File: config.mk
export PLATFORM = sky130hd
export DESIGN_NAME = rr_grant_ctrl
export DESIGN_NICKNAME = d
export VERILOG_FILES = /design/src/rtl/rr_grant_ctrl.sv
export SDC_FILE = /design/constraint.sdc
export NUM_CORES = 1
export LEC_CHECK = 0
export ABC_AREA = 1
export CORE_MARGIN = 2
export CORE_UTILIZATION = 30
export DETAILED_ROUTE_END_ITERATION = 10
export PLACE_DENSITY_LB_ADDON = 0.1
export SYNTH_ARGS = -nofsm -noshare
export SYNTH_HDL_FRONTEND = slang
export SYNTH_HIERARCHICAL = 1
export SYNTH_SLANG_ARGS = --single-unit
File: constraint.sdc
create_clock -name clk -period 1.85 [get_ports clk]
set_clock_uncertainty 0.15 [all_clocks]
set_input_delay 0.37 -clock clk [delete_from_list [all_inputs] [get_ports clk]]
set_output_delay 0.37 -clock clk [all_outputs]
set_load 0.005 [all_outputs]
File: src/rtl/rr_grant_ctrl.sv
// Round-robin grant controller: holds the core's pick until end of frame or
// timeout, then rotates the priority pointer past the winner.

module rnd_rb_scal #(
    parameter int unsigned RR_WIDTH    = 4,
    parameter int unsigned RR_WIDTH_L2 = $clog2(RR_WIDTH)
) (
    input  logic [RR_WIDTH-1:0]    rr_vec_in,
    input  logic [RR_WIDTH_L2-1:0] rr_priority,
    output logic [RR_WIDTH-1:0]    rr_vec_out,
    output logic [RR_WIDTH_L2-1:0] rr_bin_out
);

    // First set bit at or above rr_priority, wrapping modulo RR_WIDTH.
    always_comb begin : search
        logic                   found;
        logic [RR_WIDTH_L2-1:0] idx;
        rr_vec_out = '0;
        rr_bin_out = '0;
        found      = 1'b0;
        idx        = '0;
        for (int unsigned i = 0; i < RR_WIDTH; i++) begin
            idx = RR_WIDTH_L2'((32'(rr_priority) + i) % RR_WIDTH);
            if (!found && rr_vec_in[idx]) begin
                found           = 1'b1;
                rr_vec_out[idx] = 1'b1;
                rr_bin_out      = idx;
            end
        end
    end

endmodule

module rr_grant_ctrl #(
    parameter int unsigned RR_WIDTH    = 4,
    parameter int unsigned RR_WIDTH_L2 = $clog2(RR_WIDTH),
    parameter int unsigned TIMEOUT     = 2048,
    parameter int unsigned TO_WIDTH    = $clog2(TIMEOUT)
) (
    input  logic                   clk,
    input  logic                   rstn,
    input  logic [RR_WIDTH-1:0]    req,
    input  logic                   gnt_done,
    output logic                   gnt_vld,
    output logic [RR_WIDTH-1:0]    gnt,
    output logic [RR_WIDTH_L2-1:0] gnt_bin,
    output logic                   timeout_err
);

    typedef enum logic [1:0] {
        S_IDLE  = 2'd0,
        S_GRANT = 2'd1,
        S_GAP   = 2'd2
    } state_t;

    state_t                 state_q, state_d;
    logic [RR_WIDTH_L2-1:0] ptr_q, ptr_d;
    logic [TO_WIDTH-1:0]    cnt_q, cnt_d;
    logic                   gnt_vld_q, gnt_vld_d;
    logic [RR_WIDTH-1:0]    gnt_q, gnt_d;
    logic [RR_WIDTH_L2-1:0] gnt_bin_q, gnt_bin_d;
    logic                   timeout_err_q, timeout_err_d;

    logic [RR_WIDTH-1:0]    core_vec_c;
    logic [RR_WIDTH_L2-1:0] core_bin_c;
    logic [RR_WIDTH_L2-1:0] ptr_next_c;
    logic                   hold_expired_c;

    rnd_rb_scal #(
        .RR_WIDTH    (RR_WIDTH),
        .RR_WIDTH_L2 (RR_WIDTH_L2)
    ) u_core (
        .rr_vec_in   (req),
        .rr_priority (ptr_q),
        .rr_vec_out  (core_vec_c),
        .rr_bin_out  (core_bin_c)
    );

    // Explicit wrap keeps the pointer legal for non-power-of-two widths.
    assign ptr_next_c     = (gnt_bin_q == RR_WIDTH_L2'(RR_WIDTH - 1)) ? '0
                                                                      : gnt_bin_q + RR_WIDTH_L2'(1);
    assign hold_expired_c = (cnt_q == TO_WIDTH'(TIMEOUT - 1));

    always_ff @(posedge clk or negedge rstn) begin
        if (!rstn) begin
            state_q       <= S_IDLE;
            ptr_q         <= '0;
            cnt_q         <= '0;
            gnt_vld_q     <= 1'b0;
            gnt_q         <= '0;
            gnt_bin_q     <= '0;
            timeout_err_q <= 1'b0;
        end else begin
            state_q       <= state_d;
            ptr_q         <= ptr_d;
            cnt_q         <= cnt_d;
            gnt_vld_q     <= gnt_vld_d;
            gnt_q         <= gnt_d;
            gnt_bin_q     <= gnt_bin_d;
            timeout_err_q <= timeout_err_d;
        end
    end

    always_comb begin
        state_d       = state_q;
        ptr_d         = ptr_q;
        cnt_d         = cnt_q;
        gnt_vld_d     = gnt_vld_q;
        gnt_d         = gnt_q;
        gnt_bin_d     = gnt_bin_q;
        timeout_err_d = 1'b0;

        case (state_q)
            S_IDLE: begin
                if (|req) begin
                    gnt_d     = core_vec_c;
                    gnt_bin_d = core_bin_c;
                    gnt_vld_d = 1'b1;
                    cnt_d     = '0;
                    state_d   = S_GRANT;
                end
            end
            S_GRANT: begin
                // A done arriving on the expiry cycle wins over the timeout.
                if (gnt_done || hold_expired_c) begin
                    gnt_d         = '0;
                    gnt_bin_d     = '0;
                    gnt_vld_d     = 1'b0;
                    ptr_d         = ptr_next_c;
                    cnt_d         = '0;
                    timeout_err_d = !gnt_done;
                    state_d       = S_GAP;
                end else begin
                    cnt_d = cnt_q + TO_WIDTH'(1);
                end
            end
            S_GAP: begin
                state_d = S_IDLE;
            end
            default: begin
                state_d = S_IDLE;
            end
        endcase
    end

    assign gnt_vld     = gnt_vld_q;
    assign gnt         = gnt_q;
    assign gnt_bin     = gnt_bin_q;
    assign timeout_err = timeout_err_q;

endmodule

After elaboration in Yosys (flattened, before gate mapping)
Index checks and enable logic that the tools add are counted.
- bits in registers: 23
- bits in latches: 0
- memory bits (writable): 0
- memory bits (read-only): 0
- bits of input ports: 7
- output and inout bits: 8
- word-level logic and storage cells: 92
- memories kept: 0
- add/sub/neg operators: 5
- multiply operators: 0
- divide/modulo/power cells: 0
- magnitude comparators: 8
- eq/ne operators: 5
- shift operators: 0
- multiplexer cells: 45
- bitwise logic cells: 3
- reductions and logical operators: 19
- operators with widths (kind ; count):
    2-to-1 mux 4 bit ; 6
    2-to-1 mux 11 bit ; 2
    case mux 11 bit (2 select lines) ; 1
    2-to-1 mux 2 bit ; 9
    2-to-1 mux 1 bit ; 15
    < comparator 2 x 3 -> 1 bit (second input constant) ; 4
    OR 4 bit ; 3
    adder 11 x 1 -> 11 bit (second input constant) ; 1
    == test 11 bit (second input constant) ; 1
    binary-select mux 1 bit (select 2 bit) ; 4
    demux 1 bit (select 2 bit) ; 4
    >= comparator 2 x 1 -> 1 bit (second input constant) ; 4
    case mux 2 bit (2 select lines) ; 2
    case mux 4 bit (2 select lines) ; 1
    logical AND 1 bit ; 7
    AND reduction 2 bit ; 3
    adder 2 x 1 -> 2 bit (second input constant) ; 2
    adder 2 bit (second input constant) ; 2
    zero test 1 bit ; 4
    inequality test 2 bit (second input constant) ; 2
    OR reduction 4 bit ; 1
    AND reduction 3 bit ; 1
    == test 2 x 1 -> 1 bit (second input constant) ; 1
    == test 2 bit (second input constant) ; 1
    other kinds (4) ; 4

Logic depth before layout (Yosys ltp)
- depth after elaboration: 14
- mapped depth: 12
- mapped depth without buffers: 11

By module
Netlist, hierarchy kept.
- by module, submodules not included (module ; times used ; cells an instance ; area an instance (µm²) ; sequential area each (µm²)):
    rr_grant_ctrl ; 1 ; 150 ; 1174.9 ; 575.6
    rnd_rb_scal ; 1 ; 82 ; 476.7 ; 0.0

Least setup slack after synthesis
OpenSTA, ideal clock, no wires.
- path type: reg2reg
- start: register ptr_q[1]
- end: register gnt_bin_q[0] (netlist: gnt_bin[0])
- library setup time: 0.065 ns
- arrival: 1.651 ns
- required time: 1.635 ns
- path slack: -0.017 ns
- cell stages (with the launch flop): 12
- path buffers: 0
- clock period less this slack: 1.867 ns
- cell sequence: dfrtp_1 -> inv_1 -> ha_1 -> inv_1 -> nand3_1 -> nand2_1 -> nand3_1 -> nor2_1 -> nor2_1 -> nor2_1 -> nand3_1 -> nand2_1
- cells in the longest elaborated chain, start to end: 14
- elaborated cells on any way between the ends: 26
- those cells by class: add/sub: 3; mux: 17; reduce/logical: 6
- RTL lines (what ; line ; text):
    start, declared ; 57 ; logic [RR_WIDTH_L2-1:0] ptr_q, ptr_d;
    start signal, assigned ; 95 ; ptr_q <= ptr_d;
    branches (longest 11 deep; another with adder 2 x 1 -> 2 bit) ; - ;
    2-to-1 mux 2 bit (*) ; 24 ; if (!found && rr_vec_in[idx]) begin
    net core_bin_c[0] ; 65 ; logic [RR_WIDTH_L2-1:0] core_bin_c;
    2-to-1 mux 2 bit (*) ; 115 ; if (|req) begin
    case mux 2 bit (2 select lines) (*) ; 113 ; case (state_q)
    end signal, assigned ; 99 ; gnt_bin_q <= gnt_bin_d;
    end, declared ; 61 ; logic [RR_WIDTH_L2-1:0] gnt_bin_q, gnt_bin_d;
Mark *: on every way through the listed nets, which the timed path passes. The select of a mux whose other input is x is not followed.
A chain may end at the register's enable or synchronous reset.

Worst setup path after layout
- start: input port req[3]
- end: register gnt_q[2] (netlist: gnt[2])
- cells in the longest elaborated chain, start to end: 14
- elaborated cells on any way between the ends: 29
- those cells by class: eq/ne: 1; mux: 17; bitwise: 3; reduce/logical: 8
- RTL lines (what ; line ; text):
    start, declared ; 42 ; input logic [RR_WIDTH-1:0] req,
    binary-select mux 1 bit (select 2 bit) ; 24 ;
    2-to-1 mux 1 bit (implied by the code) ; 24 ;
    2-to-1 mux 1 bit ; 24 ;
    zero test 1 bit ; 24 ;
    logical AND 1 bit ; 24 ;
    2-to-1 mux 1 bit ; 24 ;
    zero test 1 bit ; 24 ;
    logical AND 1 bit ; 24 ;
    2-to-1 mux 1 bit ; 24 ;
    zero test 1 bit ; 24 ;
    logical AND 1 bit ; 24 ;
    2-to-1 mux 4 bit (*) ; 24 ;
    net core_vec_c[2] ; 64 ; logic [RR_WIDTH-1:0] core_vec_c;
    2-to-1 mux 4 bit (*) ; 115 ;
    case mux 4 bit (2 select lines) (*) ; 113 ;
    end signal, assigned ; 98 ; gnt_q <= gnt_d;
    end, declared ; 60 ; logic [RR_WIDTH-1:0] gnt_q, gnt_d;
Mark *: on every way through the listed nets, which the timed path passes. The rest lies on a longest branch. The select of a mux whose other input is x is not followed.

==> impl_metrics.yaml <==
logic_synthesis:
  syn_avg_cell_area_sq_um: 7.119
  async_flop_share: 1.000
  synth.area.top_cells: "dfrtp_1 35%, nand2_1 16%, nand3_1 12%"
  yosys.area_share.adder: 0.05303
  synth_top_family_by_area: "simple AND/OR/NAND/NOR gates"
  syn_nets: 246
  synth-xor-area-share: 0.01061
  yosysTopAreaCellShare: 0.3485
  yosysSeqAreaShare: 0.3485
  synth_commonest_cells: "70 x nand2_1, 39 x nand3_1, 23 x dfrtp_1, 23 x inv_1, 21 x nor2_1"
  synthDistinctLibCells: 25
  ys_warn_count: 6
  yosys.area.top_type: "dfrtp_1"
  synth_mux_area_frac: 0
  synth-compound-area-share: 0.05758
  synthesis.area_sq_mm: 0.001652
  yosys_register_bits: 23
  ys.flop_type: "dfrtp_1"
  synth_edf_count: 0
  yosysMostFrequentCell: "nand2_1"
  syn_inst: 232
  yosys.area_share.simple: 0.4500
layout:
  layoutNonFillerInstCount: 338
  nNetsFinal: 281
  stdcell_area_sq_mm: 0.002140
  drive_gt1_frac: 0.2105
  diodes: 0
  areaGrowthSynthToFinish_pct: 29.55
floorplanning:
  die_h_microns: 78.20
  die_area_sq_mm: 0.006114
  initial_core_util: 0.3056
  io_pins: 15
  coreArea_sq_mm: 0.005405
  num_rows: 27
  die_w_microns: 78.20
timing:
  post-route-period-util: 0.9428
  hold_viol: 0
  tightestPinTransition_ns: 0.3433
  relSlewSlack: 0.7703
  setup_violations: 0
  clock.fmax_mhz: 573.3
  maxSlewViolCount: 0
  min_period_ns: 1.744
critical_path:
  cp_data_arrival_time_ns: 1.75
  crit_fanout: 7
  cp.required_ns: 1.86
  path_class: "in -> reg"
  startpoint_type: "input port"
  worstSetupEndpointType: "register"
  reg2reg_depth: 11
global_route:
  grt_pass1_vias: 1514
  grt_util_all_layers: 0.1414
  grt_first_pass_wirelength_microns: 6975
  antenna_found_initial: 0
  overflow: 0
  grt_max_degree: 24
clocking:
  clkSinkCount: 23
  clk_pin_slew_ns: 0.08
  clockBufferDepth: 2
  worstSkewPairLatency_ns: 0.26
  cts_root_buf: "clkbuf_8"
  cts-hold-fix-buffers: 0
  cts_made_buffers: 3
  cts_tree: "built"
  h-tree-depth: 1
placed_design:
  port_buffers: 14
  placed_cell_area_sq_mm: 0.001973
  dp_cells: 331
  gp_congestion: 0.8370
  dpl.hpwl_microns: 3003
routing:
  vias: 1557
  drtAntennaViolNets: 0
  detail_route.iter0.violations: 57
  finalWirelength_microns: 3920
  first_pass_iters: 4
  vias_per_cell: 4.607
  route.detailed.drc: 0
  wire_per_inst_microns: 11.60
hold_path:
  worstHoldPathType: "in -> async"
power_and_ir_drop:
  p_leak_nw: 1.072
  ir_drop_mv: 0.9531
  power_density_mw_per_mm2: 1535
run:
  max-cap-violations: 0
outcome:
  run_status: "complete, no violations"
==> flip-flops by register name, summed over array words and instances (netlist names) <==
name / count
gnt: 4
gnt_vld: 1
state_q: 2
cnt_q: 11
gnt_bin: 2
ptr_q: 2
timeout_err: 1
==> cell families (layout without fill, tap and decap cells) <==
family | Yosys count | after routing
compound gates | 17 | 17
xor+xnor | 2 | 2
fa+ha+maj | 7 | 7
flops | 23 | 23
buf+inv | 29 | 62
simple gates | 154 | 155
==> final timing paths <==
path	start	end	slack, ns
max	req[3]	gnt[2]	0.11
min	rstn	gnt[0]	0.32
max reg2reg	ptr_q[0]	gnt_bin[1]	0.12
min reg2reg	gnt[3]	gnt[3]	0.33
max in group asynchronous	rstn	ptr_q[1]	0.98
min in group clk	gnt[3]	gnt[3]	0.33
==> worst max-delay path, stage by stage <==
cell	delay (ns)
clkdlybuf4s50_1	0.52
inv_1	0.07
nand2_1	0.10
nand3_4	0.14
nand2_8	0.14
nor2_4	0.05
a21oi_1	0.14
nand3_1	0.09
nand3_1	0.09
nand2_1	0.05
==> where the power goes <==
| part | switching [W] | internal [W] | leakage (nW) |
|---|---|---|---|
| registers | 0.0000994 | 0.000624 | 0.305 |
| logic | 0.00131 | 0.000934 | 0.744 |
| clock network | 0.000162 | 0.000154 | 0.0228 |
| total | 0.00157 | 0.00171 | 1.07 |
==> layer usage <==
metal | track usage | wire (microns)
met2 | 0.2190 | 1690
met3 | 0.02989 | 106
met1 | 0.2069 | 2104
met4 | 0.02105 | 18
met5 | 0 | 0
==> through the flow <==
step	setup WS [ns]	hold WS [ns]	setup TNS (ns)	util	total power (W)
3_3_place_gp	-0.1701	0.3111	-2.017	0.3650	0.002659
2_1_floorplan	0.006641	-0.07559	0	-	0.002023
4_1_cts	0.007402	0.3212	0	0.3738	0.002983
5_1_grt	-0.01606	0.3483	-0.03733	0.3958	0.003613
6_report	0.1058	0.3174	0	0.3958	0.003284
3_5_place_dp	-0.1844	0.3133	-1.970	0.3650	0.002645
==> what timing repair did <==
action                                  4_1_cts  5_1_grt
buffers inserted                              0        3
pin swaps                                     0        8
resized for setup                             1       22
gates cloned                                  0        1
endpoints found under the setup margin        1        7
==> cells in the final DEF, fill, tap and decap left out, types with 2 or more instances in the layout <==
master / Yosys / routed
a21boi_0: 4 / 4
a21oi_1: 8 / 8
buf_4: 1 / 15
buf_6: 2 / 3
clkbuf_8: 0 / 3
clkdlybuf4s50_1: 0 / 13
dfrtp_1: 23 / 22
ha_1: 7 / 6
inv_1: 23 / 20
inv_2: 1 / 4
nand2_1: 70 / 67
nand2_2: 7 / 7
nand2_4: 4 / 6
nand3_1: 39 / 33
nand3_2: 1 / 7
nand4_1: 5 / 5
nor2_1: 21 / 20
nor2_4: 2 / 4
nor3_1: 2 / 2
o21ai_0: 3 / 3
o21ai_1: 2 / 2
xor2_1: 2 / 2
==> layout make-up <==
cell class              instances  area (sq um)
fillers                       622          3266
well taps                      72         90.09
multi-input cells             181          1036
inverters                      26         102.6
repair buffers                 32         289.0
flip-flops and latches         23         576.8
clock buffers                   4         45.04
Power figures use the tool's default switching activity.
